--- src/rtl/lbus_pkg.sv ---
`default_nettype none
// ============================================================================
//  Module      : lbus_pkg
//  Description : Shared widths, FSM state type and timeout fill data for the
//                local-bus round-robin arbiter.
//  Revision    : 1.0 - initial release
// ============================================================================
package lbus_pkg;

   localparam int LBUS_ADDR_W = 4;
   localparam int LBUS_STRB_W = 4;
   localparam int LBUS_DATA_W = 32;

   localparam logic [31:0] LBUS_TIMEOUT_DATA = 32'hDEAD_BEEF;

   typedef enum logic [1:0] {
      IDLE  = 2'd0,
      WAIT  = 2'd1,
      DRAIN = 2'd2
   } arb_state_t;

endpackage
`default_nettype wire

--- src/rtl/rr_pick.sv ---
`default_nettype none
// ============================================================================
//  Module      : rr_pick
//  Description : Combinational round-robin picker: first pending index at or
//                after ptr, wrapping modulo NumReq.
//  Revision    : 1.0 - initial release
// ============================================================================
module rr_pick #(
   parameter int NumReq = 2,
   parameter int IdW    = 1
) (
   input  logic [NumReq-1:0] pending,
   input  logic [IdW-1:0]    ptr,
   output logic              valid,
   output logic [IdW-1:0]    idx
);

   logic [NumReq-1:0] w_rot;
   logic [IdW:0]      w_sum;

   // Rotate so bit k means "requester ptr+k"; scanning downwards lets the
   // lowest offset win.
   always_comb begin
      w_rot = NumReq'({pending, pending} >> ptr);
      valid = 1'b0;
      idx   = '0;
      w_sum = '0;
      for (int k = NumReq - 1; k >= 0; k--) begin
         if (w_rot[k]) begin
            w_sum = {1'b0, ptr} + (IdW + 1)'(k);
            if (w_sum >= (IdW + 1)'(NumReq)) begin
               w_sum = w_sum - (IdW + 1)'(NumReq);
            end
            valid = 1'b1;
            idx   = w_sum[IdW-1:0];
         end
      end
   end

endmodule
`default_nettype wire

--- src/rtl/lbus_rr_arbiter.sv ---
`default_nettype none
// ============================================================================
//  Module      : lbus_rr_arbiter
//  Description : Round-robin arbiter sharing one local-bus master port between
//                NumReq requesters. Optional WAIT timeout: LBUS_ARB_TIMEOUT_EN.
//  Revision    : 1.0 - initial release
// ============================================================================
module lbus_rr_arbiter
   import lbus_pkg::*;
#(
   parameter int NumReq = 2,
   parameter int AddrW  = LBUS_ADDR_W,
   parameter int StrbW  = LBUS_STRB_W,
   parameter int DataW  = LBUS_DATA_W,
   parameter int IdW    = (NumReq > 1) ? $clog2(NumReq) : 1
`ifdef LBUS_ARB_TIMEOUT_EN
   ,
   parameter int TimeoutCyc = 1024
`endif
) (
   input  logic                    clk,
   input  logic                    reset,
   input  logic [NumReq-1:0]       m_req,
   input  logic [NumReq*AddrW-1:0] m_addr,
   input  logic [NumReq*StrbW-1:0] m_strb,
   input  logic [NumReq*DataW-1:0] m_wdata,
   output logic [NumReq-1:0]       m_busyo,
   output logic [NumReq-1:0]       m_readyo,
   output logic [DataW-1:0]        m_rdatao,
   output logic [AddrW-1:0]        bus_addro,
   output logic [IdW-1:0]          bus_ido,
   output logic                    bus_reqo,
   output logic [StrbW-1:0]        bus_strbo,
   output logic [DataW-1:0]        bus_wdatao,
   input  logic                    bus_busy,
   input  logic [IdW-1:0]          bus_id,
   input  logic [DataW-1:0]        bus_rdata,
   input  logic                    bus_ready
`ifdef LBUS_ARB_TIMEOUT_EN
   ,
   output logic                    timeout_o
`endif
);

   arb_state_t        r_state;
   logic [NumReq-1:0] r_pend;
   logic [NumReq-1:0] r_busy;
   logic [NumReq-1:0] r_readyo;
   logic [IdW-1:0]    r_ptr;
   logic [IdW-1:0]    r_grant;
   logic              r_id_err;
   logic [AddrW-1:0]  r_slot_addr  [NumReq];
   logic [StrbW-1:0]  r_slot_strb  [NumReq];
   logic [DataW-1:0]  r_slot_wdata [NumReq];
`ifdef LBUS_ARB_TIMEOUT_EN
   logic [15:0]       r_tcnt;
`endif

   logic [NumReq-1:0] w_cap;
   logic [NumReq-1:0] w_clr;
   logic              w_valid;
   logic [IdW-1:0]    w_idx;
   logic [IdW-1:0]    w_next_ptr;

   assign w_cap      = m_req & ~r_busy;
   assign w_clr      = (r_state == IDLE && w_valid) ? (NumReq'(1) << w_idx) : '0;
   assign w_next_ptr = (w_idx == IdW'(NumReq - 1)) ? '0 : w_idx + IdW'(1);
   assign m_busyo    = r_busy;
   assign m_readyo   = r_readyo;

   rr_pick #(
      .NumReq (NumReq),
      .IdW    (IdW)
   ) u_rr_pick (
      .pending (r_pend),
      .ptr     (r_ptr),
      .valid   (w_valid),
      .idx     (w_idx)
   );

   // Slot payload is only meaningful while pending, so it carries no reset.
   always_ff @(posedge clk) begin
      for (int i = 0; i < NumReq; i++) begin
         if (w_cap[i]) begin
            r_slot_addr[i]  <= m_addr[i*AddrW +: AddrW];
            r_slot_strb[i]  <= m_strb[i*StrbW +: StrbW];
            r_slot_wdata[i] <= m_wdata[i*DataW +: DataW];
         end
      end
   end

   always_ff @(posedge clk) begin
      if (reset) begin
         r_state    <= IDLE;
         r_pend     <= '0;
         r_busy     <= '0;
         r_readyo   <= '0;
         r_ptr      <= '0;
         r_grant    <= '0;
         r_id_err   <= 1'b0;
         m_rdatao   <= '0;
         bus_reqo   <= 1'b0;
         bus_addro  <= '0;
         bus_ido    <= '0;
         bus_strbo  <= '0;
         bus_wdatao <= '0;
`ifdef LBUS_ARB_TIMEOUT_EN
         r_tcnt     <= '0;
         timeout_o  <= 1'b0;
`endif
      end else begin
         r_readyo <= '0;
         bus_reqo <= 1'b0;
`ifdef LBUS_ARB_TIMEOUT_EN
         timeout_o <= 1'b0;
`endif
         // Busy drops the cycle after the completion pulse.
         r_busy <= (r_busy | w_cap) & ~r_readyo;
         r_pend <= (r_pend | w_cap) & ~w_clr;

         case (r_state)
            IDLE: begin
               if (w_valid) begin
                  bus_reqo   <= 1'b1;
                  bus_addro  <= r_slot_addr[w_idx];
                  bus_strbo  <= r_slot_strb[w_idx];
                  bus_wdatao <= r_slot_wdata[w_idx];
                  bus_ido    <= w_idx;
                  r_grant    <= w_idx;
                  r_ptr      <= w_next_ptr;
                  r_state    <= WAIT;
`ifdef LBUS_ARB_TIMEOUT_EN
                  r_tcnt     <= '0;
`endif
               end
            end
            WAIT: begin
               if (bus_ready) begin
                  r_readyo <= NumReq'(1) << r_grant;
                  m_rdatao <= bus_rdata;
                  if (bus_id != r_grant) begin
                     r_id_err <= 1'b1;
                  end
                  r_state <= DRAIN;
               end
`ifdef LBUS_ARB_TIMEOUT_EN
               else if (r_tcnt == 16'(TimeoutCyc - 1)) begin
                  r_readyo  <= NumReq'(1) << r_grant;
                  m_rdatao  <= DataW'(LBUS_TIMEOUT_DATA);
                  timeout_o <= 1'b1;
                  r_state   <= DRAIN;
               end else begin
                  r_tcnt <= r_tcnt + 16'd1;
               end
`endif
            end
            DRAIN: begin
               if (!bus_busy) begin
                  r_state <= IDLE;
               end
            end
            default: r_state <= IDLE;
         endcase
      end
   end

   always_ff @(posedge clk) begin
      if (!reset) begin
         a_bus_id_match: assert (!r_id_err);
      end
   end

endmodule
`default_nettype wire

--- config.mk ---
export PLATFORM = sky130hd
export DESIGN_NAME = lbus_rr_arbiter
export DESIGN_NICKNAME = d
export VERILOG_FILES = /design/src/rtl/lbus_pkg.sv /design/src/rtl/rr_pick.sv /design/src/rtl/lbus_rr_arbiter.sv
export SDC_FILE = /design/constraint.sdc
export NUM_CORES = 1
export LEC_CHECK = 0
export CAP_MARGIN = 20
export CORE_UTILIZATION = 49
export CTS_CLUSTER_SIZE = 12
export DETAILED_ROUTE_END_ITERATION = 10
export PLACE_DENSITY = 0.85
export SLEW_MARGIN = 20
export SYNTH_ARGS = -nofsm -noshare
export SYNTH_HDL_FRONTEND = slang
export SYNTH_SLANG_ARGS = --single-unit
--- constraint.sdc ---
create_clock -name clk -period 9 [get_ports clk]
set_clock_uncertainty 0.2 [all_clocks]
set_input_delay 1.8 -clock clk [delete_from_list [all_inputs] [get_ports clk]]
set_output_delay 1.8 -clock clk [all_outputs]
set_load 0.02 [all_outputs]
# After elaboration in Yosys (flattened, before gate mapping)
# Memory sizes are Yosys's and may differ from the RTL's. A register that Yosys moved wholly into a read port is not among the register bits.
# Index checks and enable logic that the tools add are counted.
# Widths: inputs -> output; s select.
dict set report totals {
  mem_bits_ro 0
  mem_count 3
  output_inout_bits 78
  wordCells 60
  ram_bits 80
  inputBits 119
  reg_bits 43
  latchBits 0
}
# memory depth word_bits rd rd_ports_with_merged_regs write_ports line
set memory_table {}
lappend memory_table {r_slot_wdata 2 32 1 1 2 lbus_rr_arbiter.sv:54} ;# logic [DataW-1:0] r_slot_wdata [NumReq];
lappend memory_table {r_slot_addr 2 4 1 1 2 lbus_rr_arbiter.sv:52} ;# logic [AddrW-1:0] r_slot_addr [NumReq];
lappend memory_table {r_slot_strb 2 4 1 1 2 lbus_rr_arbiter.sv:53} ;# logic [StrbW-1:0] r_slot_strb [NumReq];
dict set report classes {
  order_cmp 2
  multipliers 0
  n_reduce_logical 7
  eq_ne 5
  bitwise 11
  shifts 3
  div 0
  mux 17
  n_addsub 4
}
# op count
set op_table {}
lappend op_table {{$mux 1} 12}
lappend op_table {{$mux 2} 4}
lappend op_table {{$and 2x2->2} 3}
lappend op_table {{$ne 2x2->1 const B} 3}
lappend op_table {{$not 2->2} 3}
lappend op_table {{$pmux 2 s3} 1}
lappend op_table {{$or 2x2->2} 2}
lappend op_table {{$reduce_and 2->1} 2}
lappend op_table {{$shl 1x1->2 const A} 2}
lappend op_table {{$shr 4x1->2} 1}
lappend op_table {{$not 1->1} 3}
lappend op_table {{$reduce_and 3->1} 1}
lappend op_table {{$reduce_or 3->1} 1}
lappend op_table {{$add 1x1->2 const B} 1}
lappend op_table {{$eq 2x1->1 const B} 1}
lappend op_table {{$eq 2x2->1 const B} 1}
lappend op_table {{$ge 1x2->1 const B} 1}
lappend op_table {{$ge 2x2->1 const B} 1}
lappend op_table {{$logic_not 2->1} 1}
lappend op_table {{$reduce_or 2->1} 1}
lappend op_table {{$sub 1x1->1 const B} 2}
lappend op_table {{$add 1x1->1 const B} 1}
lappend op_table {{$logic_and 1x1->1} 1}

# Logic depth before layout (Yosys ltp)
# Gate-level depths: netlist of run 1.
dict set report depth {
  word_depth 9
  depth_mapped 6
  ltp_nobuf 3
}

# By module
# From an unflattened synthesis of run 1, not the netlist that was laid out.
dict set report hier_totals {
  hier_cells 443
  area_unflattened_um2 6179.7
}
# module instances area_per_inst_um2 cells_per_inst seq_area_each_um2
set modules_own_cells {}
lappend modules_own_cells {lbus_rr_arbiter 1 6162.2 440 4063.9}
lappend modules_own_cells {rr_pick 1 17.5 3 0.0}

# Least setup slack after synthesis of run 1
# Ideal clock, no wire load.
dict set report synth_timing {
  kind {input -> register}
  from {input port m_req[0]}
  to {memory r_slot_addr[0][0] (netlist name), enable pin}
  required_time_ns 8.357
  path_slack_ns 4.736
  setup_time_ns 0.443
  arrival_time_ns 3.621
  path_stages 1
  cell_sequence {nor2b_1}
}
# element line
set synth_lines {}
lappend synth_lines {{start: declaration} lbus_rr_arbiter.sv:23} ;# input logic [NumReq-1:0] m_req,
lappend synth_lines {{end: declaration} lbus_rr_arbiter.sv:52}

==> summary.md, run 1 <==
| Metric | Value |
|---|---|
| Status | `finished, violations left` |
| Failing checks | `design-rule violations` |
| GR peak layer | `met2` |
| Combinational family with the most area after synthesis | `simple AND/OR/NAND/NOR gates` |
| Crit. End Element | `output pin` |
| Worst Setup Start Kind | `flip-flop` |
| GR Util met3 | `7.33%` |
| Iteration-0 DRC count of the detailed router | `426` |
| Headroom to the max-slew limit | `27.0%` |
| Met1 Track Usage GR | `30.9%` |
| Drt first pass iters | `8` |
| Resized cells post-CTS | `0` |
| H-tree levels | `4` |
| Setup WS pre-CTS | `5140 ps` |
| Sequential share of the synthesized area | `69.8%` |
| CTS tree | `done` |
| Net count, final | `787` |
| Synth Area per Inst | `11.7 um^2` |
| CTS max path bufs | `2` |
| Adder-cell share of the synthesized area | `0%` |
| Max-cap viol count | `0` |
| Class of the worst hold path | `flip-flop to flip-flop` |
| Unrepaired setup endpoints after global routing | `false` |
| Tmin final | `3470 ps` |
| Via count | `4,823` |
| HPWL after detailed placement | `9760 um` |
| Cts bufs inserted | `17` |
| FP Rows | `39` |
| CP delay by family, top | `buffers and inverters` |
| Vias/cell | `5.86` |
| Slew @ Worst Pin | `1090 ps` |
| Max VDD drop | `121 uV` |
| Final hold vios | `0` |
| Die Wd | `111 um` |
| Ys async rst share | `0%` |
| GRT Overall Usage | `26.3%` |
| Post-CTS Setup Bufs | `0` |
| WP buf/inv | `1` |
| Area grow syn2layout | `44.4%` |
| PwrDens | `231 mW/mm^2` |
| Clk slew on worst S/H paths | `60 ps` |
| CTS Sinks | `163` |
| Input/output buffers | `195` |
| Clock Latency Late Sink | `410 ps` |
| Final ANT Viol Nets | `0` |
| # diodes | `0` |
| DRC | `35` |
| Syn Inst Count | `498` |
| Crit share post-route | `38.5%` |
| Largest net degree at the start of global routing | `84` |
| Post-synthesis compound-gate area fraction | `11.7%` |
| Hold slack | `220 ps` |
| Routed len/inst | `19.4 um` |
| Vias in the first global route | `4,820` |
| Placer Congestion | `0.859` |
| Top cells by area, synth | `edfxtp_1 (41%), dfxtp_1 (29%), a31oi_1 (4.3%)` |
| Clk root buf | `clkbuf_16` |
| Most common cell in the netlist | `dfxtp_1` |
| Worst setup path class | `flip-flop to output pin` |
| Xor/xnor share of the synthesized area | `0%` |
| Initial Utilization | `50.5%` |
| Synth top area share | `41.3%` |
| Initial antenna violation count | `0` |
| Crit path DAT | `1470 ps` |
| CP cell instances | `clkdlybuf4s50_1` |
| Commonest cells post-synth | `dfxtp_1 (83), edfxtp_1 (80), nand2_1 (65)` |
| Placed cell area | `0.00776 mm^2` |
| I/O pins | `197` |
| Main synth FF type | `dfxtp_1` |
| Synth Cell Area | `0.00582 mm^2` |
| Synth Register Bits | `163` |
| Core area | `0.0115 mm^2` |
| Grt ovf | `0` |
| WL final | `16,000 um` |
| Dominant cell type by area after synthesis | `edfxtp_1` |
| Final number of max-transition violations | `0` |
| TNS Setup | `0 ps` |
| Net Count, Synth | `617` |
| Setup violators final | `0` |
| Die Footprint | `0.0123 mm^2` |
| Crit path largest cell delay | `650 ps` |
| Required time worst endpoint | `7000 ps` |
| Multiplexer share of the synthesized area | `0%` |
| Layout cell share with drive strength beyond 1 | `6.47%` |
| EDFF count, synth | `80` |
| Layout Utilization | `72.9%` |
| Synth cell types | `25` |
| YS warnings | `0` |
| Max FO, Critical Path | `4` |
| Die Y | `111 um` |
| Cell area after layout | `0.00840 mm^2` |
| Met2 Use GR | `45.8%` |
| Slowest CP cell | `clkdlybuf4s50_1` |
| Simple-gate area share of the yosys netlist | `13.9%` |
| Worst setup margin | `5530 ps` |
| P_leak | `2.78 nW` |
| F_max | `0.288 GHz` |
| Hold Buf Count CTS | `0` |
| First-pass GRT wire length | `24,900 um` |
[power by group]
| part | total (mW) | internal (mW) | switching, mW |
|---|---|---|---|
| clock | 0.778 | 0.492 | 0.287 |
| sequential | 0.879 | 0.836 | 0.0432 |
| combinational | 0.285 | 0.125 | 0.160 |
[cells in the final DEF, fill, tap and decap left out, types with 2 or more instances in the layout]
| cell type | netlist | final |
|---|---|---|
| nand4_1 | 40 | 40 |
| nor2b_4 | 0 | 2 |
| a31oi_1 | 40 | 40 |
| nand2_1 | 65 | 65 |
| inv_6 | 0 | 2 |
| dfxtp_2 | 0 | 2 |
| clkinvlp_4 | 0 | 3 |
| clkdlybuf4s50_1 | 0 | 194 |
| a21oi_1 | 35 | 35 |
| nor2_1 | 4 | 4 |
| o21ai_1 | 42 | 42 |
| bufinv_16 | 0 | 5 |
| nor2_4 | 0 | 2 |
| clkbuf_16 | 0 | 17 |
| dfxtp_1 | 83 | 81 |
| nand3b_1 | 2 | 2 |
| buf_4 | 0 | 3 |
| edfxtp_1 | 80 | 80 |
| nand3_1 | 41 | 41 |
| nor3_1 | 5 | 5 |
[cell type report]
type                            instances  area (um^2)
Tap cell                              143          179
Multi-Input combinational cell        286         1520
Fill cell                             767         3120
Timing Repair Buffer                  200         2000
Clock inverter                         13          208
Clock buffer                           18          429
Sequential cell                       163         4070
[worst reg2reg max path, stage by stage (launching register included)]
cell and delay (ps):
dfxtp_2 1010, nand2b_2 780, nand4_1 400, a31oi_1 120
[metrics by stage]
stage / cells / total power [mW]
floorplan: 498 / 1.03
global placement: 790 / 1.16
detailed placement: 792 / 1.17
CTS: 823 / 1.95
global route: 823 / 2.01
finish: 823 / 1.94
[registers in the layout (all words and copies together) (netlist names)]
signal        count
r_slot_wdata     64
bus_wdatao       32
m_rdatao         32
r_slot_addr       8
r_slot_strb       8
bus_addro         4
bus_strbo         4
m_busyo           2
m_readyo          2
r_pend            2
r_state           2
bus_reqo          1
r_grant           1
r_ptr             1
[worst paths after layout]
kind,to,slack [ps],start,cells past startpoint
worst max register to register,bus_wdatao[6],6330,r_pend[0],3
worst min-delay path,m_busyo[1],220,m_readyo[1],1
worst max-delay path,bus_ido,5530,r_grant,1
worst min register to register,m_busyo[1],220,m_readyo[1],1
[kinds of logic (layout without fill, tap and decap cells)]
family                 Yosys count  in the layout
buffers and inverters           49            231
DFF                            163            163
AOI/OAI and AO/OA              121            121
and+or+nand+nor                165            165
[routing by layer]
metal | wire length (um) | part of all wire, % | vias up
met5 | 0 | 0 | -
met4 | 302 | 1.9 | 0
met3 | 1630 | 10 | 30
met2 | 8030 | 50 | 331
met1 | 6010 | 38 | 2278
li1 | - | - | 2184
No activity file was read; power rests on OpenSTA's default activity.
==> run 2: changes to the inputs <==
- CORE_UTILIZATION: 49 -> 41
- PLACE_DENSITY: 0.85 -> 0.76
- clock period: 9 -> 2.92 ns (I/O delays scaled with it)
==> run 2 against run 1 <==
Compared with the run above: the run now ends clean; clock-buffer cell count is 1 higher; via count decreased by 2.8%; sequential power rose to 3.0 times the previous value; clock power rose to 2.8 times the previous value.
==> summary.md, run 2 (synthesis results as in run 1) <==
| Metric | Value |
|---|---|
| Slowest CP cell | `clkdlybuf4s50_1` |
| Clk root buf | `clkbuf_16` |
| Worst setup path class | `flip-flop to output pin` |
| Drt first pass iters | `5 (-3)` |
| Input/output buffers | `195 (unchanged)` |
| Max-cap viol count | `0 (unchanged)` |
| CTS Sinks | `163 (unchanged)` |
| Iteration-0 DRC count of the detailed router | `286 (-33%)` |
| Via count | `4,690 (-2.8%)` |
| Crit share post-route | `77.4%` |
| Final cell count without fillers | `867 (+5.3%)` |
| FP Rows | `43 (+10%)` |
| Placed cell area | `0.00785 mm^2 (+1.1%)` |
| Initial antenna violation count | `0 (unchanged)` |
| Largest regs | `r_slot_wdata x64, bus_wdatao x32, m_rdatao x32` |
| CTS tree | `done` |
| F_max | `0.443 GHz` |
| Sequential power share | `46.4% (+1.1 points)` |
| Final number of max-transition violations | `0 (unchanged)` |
| Largest net degree at the start of global routing | `44 (-48%)` |
| P_leak | `2.79 nW (+0.30%)` |
| Area grow syn2layout | `45.0%` |
| Die Footprint | `0.0147 mm^2 (+19%)` |
| Clk pwr share | `37.9% (-2.2 points)` |
| Crit. End Element | `output pin` |
| Crit path DAT | `1480 ps (about the same)` |
| Placed cells | `835 (+5.4%)` |
| Resized cells post-CTS | `0 (unchanged)` |
| Max VDD drop | `395 uV (+230%)` |
| Die Y | `121 um (+9.2%)` |
| Most frequent cells in the layout | `clkdlybuf4s50_1 (194), dfxtp_1 (81), edfxtp_1 (80), nand2_1 (65), o21ai_1 (42)` |
| Hold Buf Count CTS | `0 (unchanged)` |
| Clock Latency Late Sink | `420 ps (about the same)` |
| Hold slack | `218 ps (-1.88 ps)` |
| H-tree levels | `4 (unchanged)` |
| Placer Congestion | `0.731 (-15%)` |
| Clk slew on worst S/H paths | `60 ps (about the same)` |
| Required time worst endpoint | `2140 ps (-4860 ps)` |
| Crit path largest cell delay | `650 ps (about the same)` |
| Cts bufs inserted | `17 (unchanged)` |
| Switching Share | `25.9% (+0.68 points)` |
| Slew @ Worst Pin | `1070 ps (-18.5 ps)` |
| Vias/cell | `5.41 (-7.7%)` |
| # diodes | `0 (unchanged)` |
| Largest register FFs | `64 (unchanged)` |
| Worst Setup Start Kind | `flip-flop` |
| WL final | `15,400 um (-3.4%)` |
| Final hold vios | `0 (unchanged)` |
| I/O pins | `197 (unchanged)` |
| Top reg by flops | `r_slot_wdata` |
| Vias in the first global route | `4,758 (-1.3%)` |
| Status | `completed` |
| CTS max path bufs | `2 (unchanged)` |
| Combinational share of power | `15.7% (+1.0 points)` |
| Headroom to the max-slew limit | `28.3% (+1.2 points)` |
| WP buf/inv | `1 (unchanged)` |
| Final ANT Viol Nets | `0 (unchanged)` |
| Tmin final | `2260 ps` |
| Net count, final | `793 (+0.76%)` |
| Psw | `1.49 mW (+200%)` |
| GRT Overall Usage | `22.1% (-4.2 points)` |
| HPWL after detailed placement | `9940 um (+1.9%)` |
| First-pass GRT wire length | `24,500 um (-1.4%)` |
| Grt ovf | `0 (unchanged)` |
| Max FO, Critical Path | `3 (-1)` |
| Commonest non-fill, non-tap cell in the layout | `clkdlybuf4s50_1` |
| Initial Utilization | `41.9% (-8.6 points)` |
| Routed len/inst | `17.8 um (-8.3%)` |
| CP cell instances | `clkdlybuf4s50_1` |
| Unrepaired setup endpoints after global routing | `false` |
| Core area | `0.0139 mm^2 (+21%)` |
| Class of the worst hold path | `flip-flop to flip-flop` |
| Setup violators final | `0 (unchanged)` |
| Layout cell share with drive strength beyond 1 | `7.28% (+0.81 points)` |
| Cell area after layout | `0.00843 mm^2 (+0.42%)` |
| CP delay by family, top | `buffers and inverters` |
| TNS Setup | `0 ps (unchanged)` |
| Die Wd | `121 um (+9.2%)` |
| PwrDens | `684 mW/mm^2 (+200%)` |
| DRC | `0 (-100%)` |
| Internal power | `4.27 mW (+190%)` |
| Post-CTS Setup Bufs | `0 (unchanged)` |
-- run 2: cell types whose count changed in the layout (fill, tap and decap cells not counted) --
cell and change:
clkinv_1 +1, buf_6 -1, inv_4 +2, bufinv_16 -3, clkbuf_16 +1, buf_4 +7
inv_6 -1, clkinv_2 +1
-- run 2: power by group through the flow --
stage	logic [mW]	clock network, mW	registers [mW]
after floorplan	0.391	0	2.79
after global placement	0.881	0	2.72
after detailed placement	0.906	0	2.72
after CTS	0.910	2.23	2.68
after global routing	0.968	2.34	2.69
final	0.905	2.18	2.68
-- run 2: cell type report --
cell class,count,area [um^2]
multi-input combinational,286,1520
sequential,163,4070
timing repair buffer,206,2040
clock buffer,19,454
tap,180,225
clock inverter,13,130
fill,1096,5450
-- run 2: per-stage QoR --
stage	util, %	total power, mW	setup slack [ps]
global placement	56.6	3.60	541
global route	60.8	6.00	586
finish	60.8	5.77	660
detailed placement	56.6	3.63	519
floorplan	-	3.18	630
CTS	60.8	5.82	627
-- run 2: final timing paths --
| path | from | endpoint | slack [ps] | cells after the start |
|---|---|---|---|---|
| worst max-delay path | m_busyo[0] | m_busyo[0] | 660 | 1 |
| worst min-delay path | m_readyo[0] | m_busyo[0] | 220 | 1 |
| worst max register to register | r_state[0] | bus_wdatao[12] | 910 | 3 |
| worst min register to register | m_readyo[0] | m_busyo[0] | 220 | 1 |
-- run 2: per-layer routing --
layer,GRT usage [%],wire [um],vias up
met3,5.78,1310,22
met5,0,0,-
met2,38.3,7740,240
met1,26.1,6140,2220
li1,-,-,2208
met4,8.18,232,0
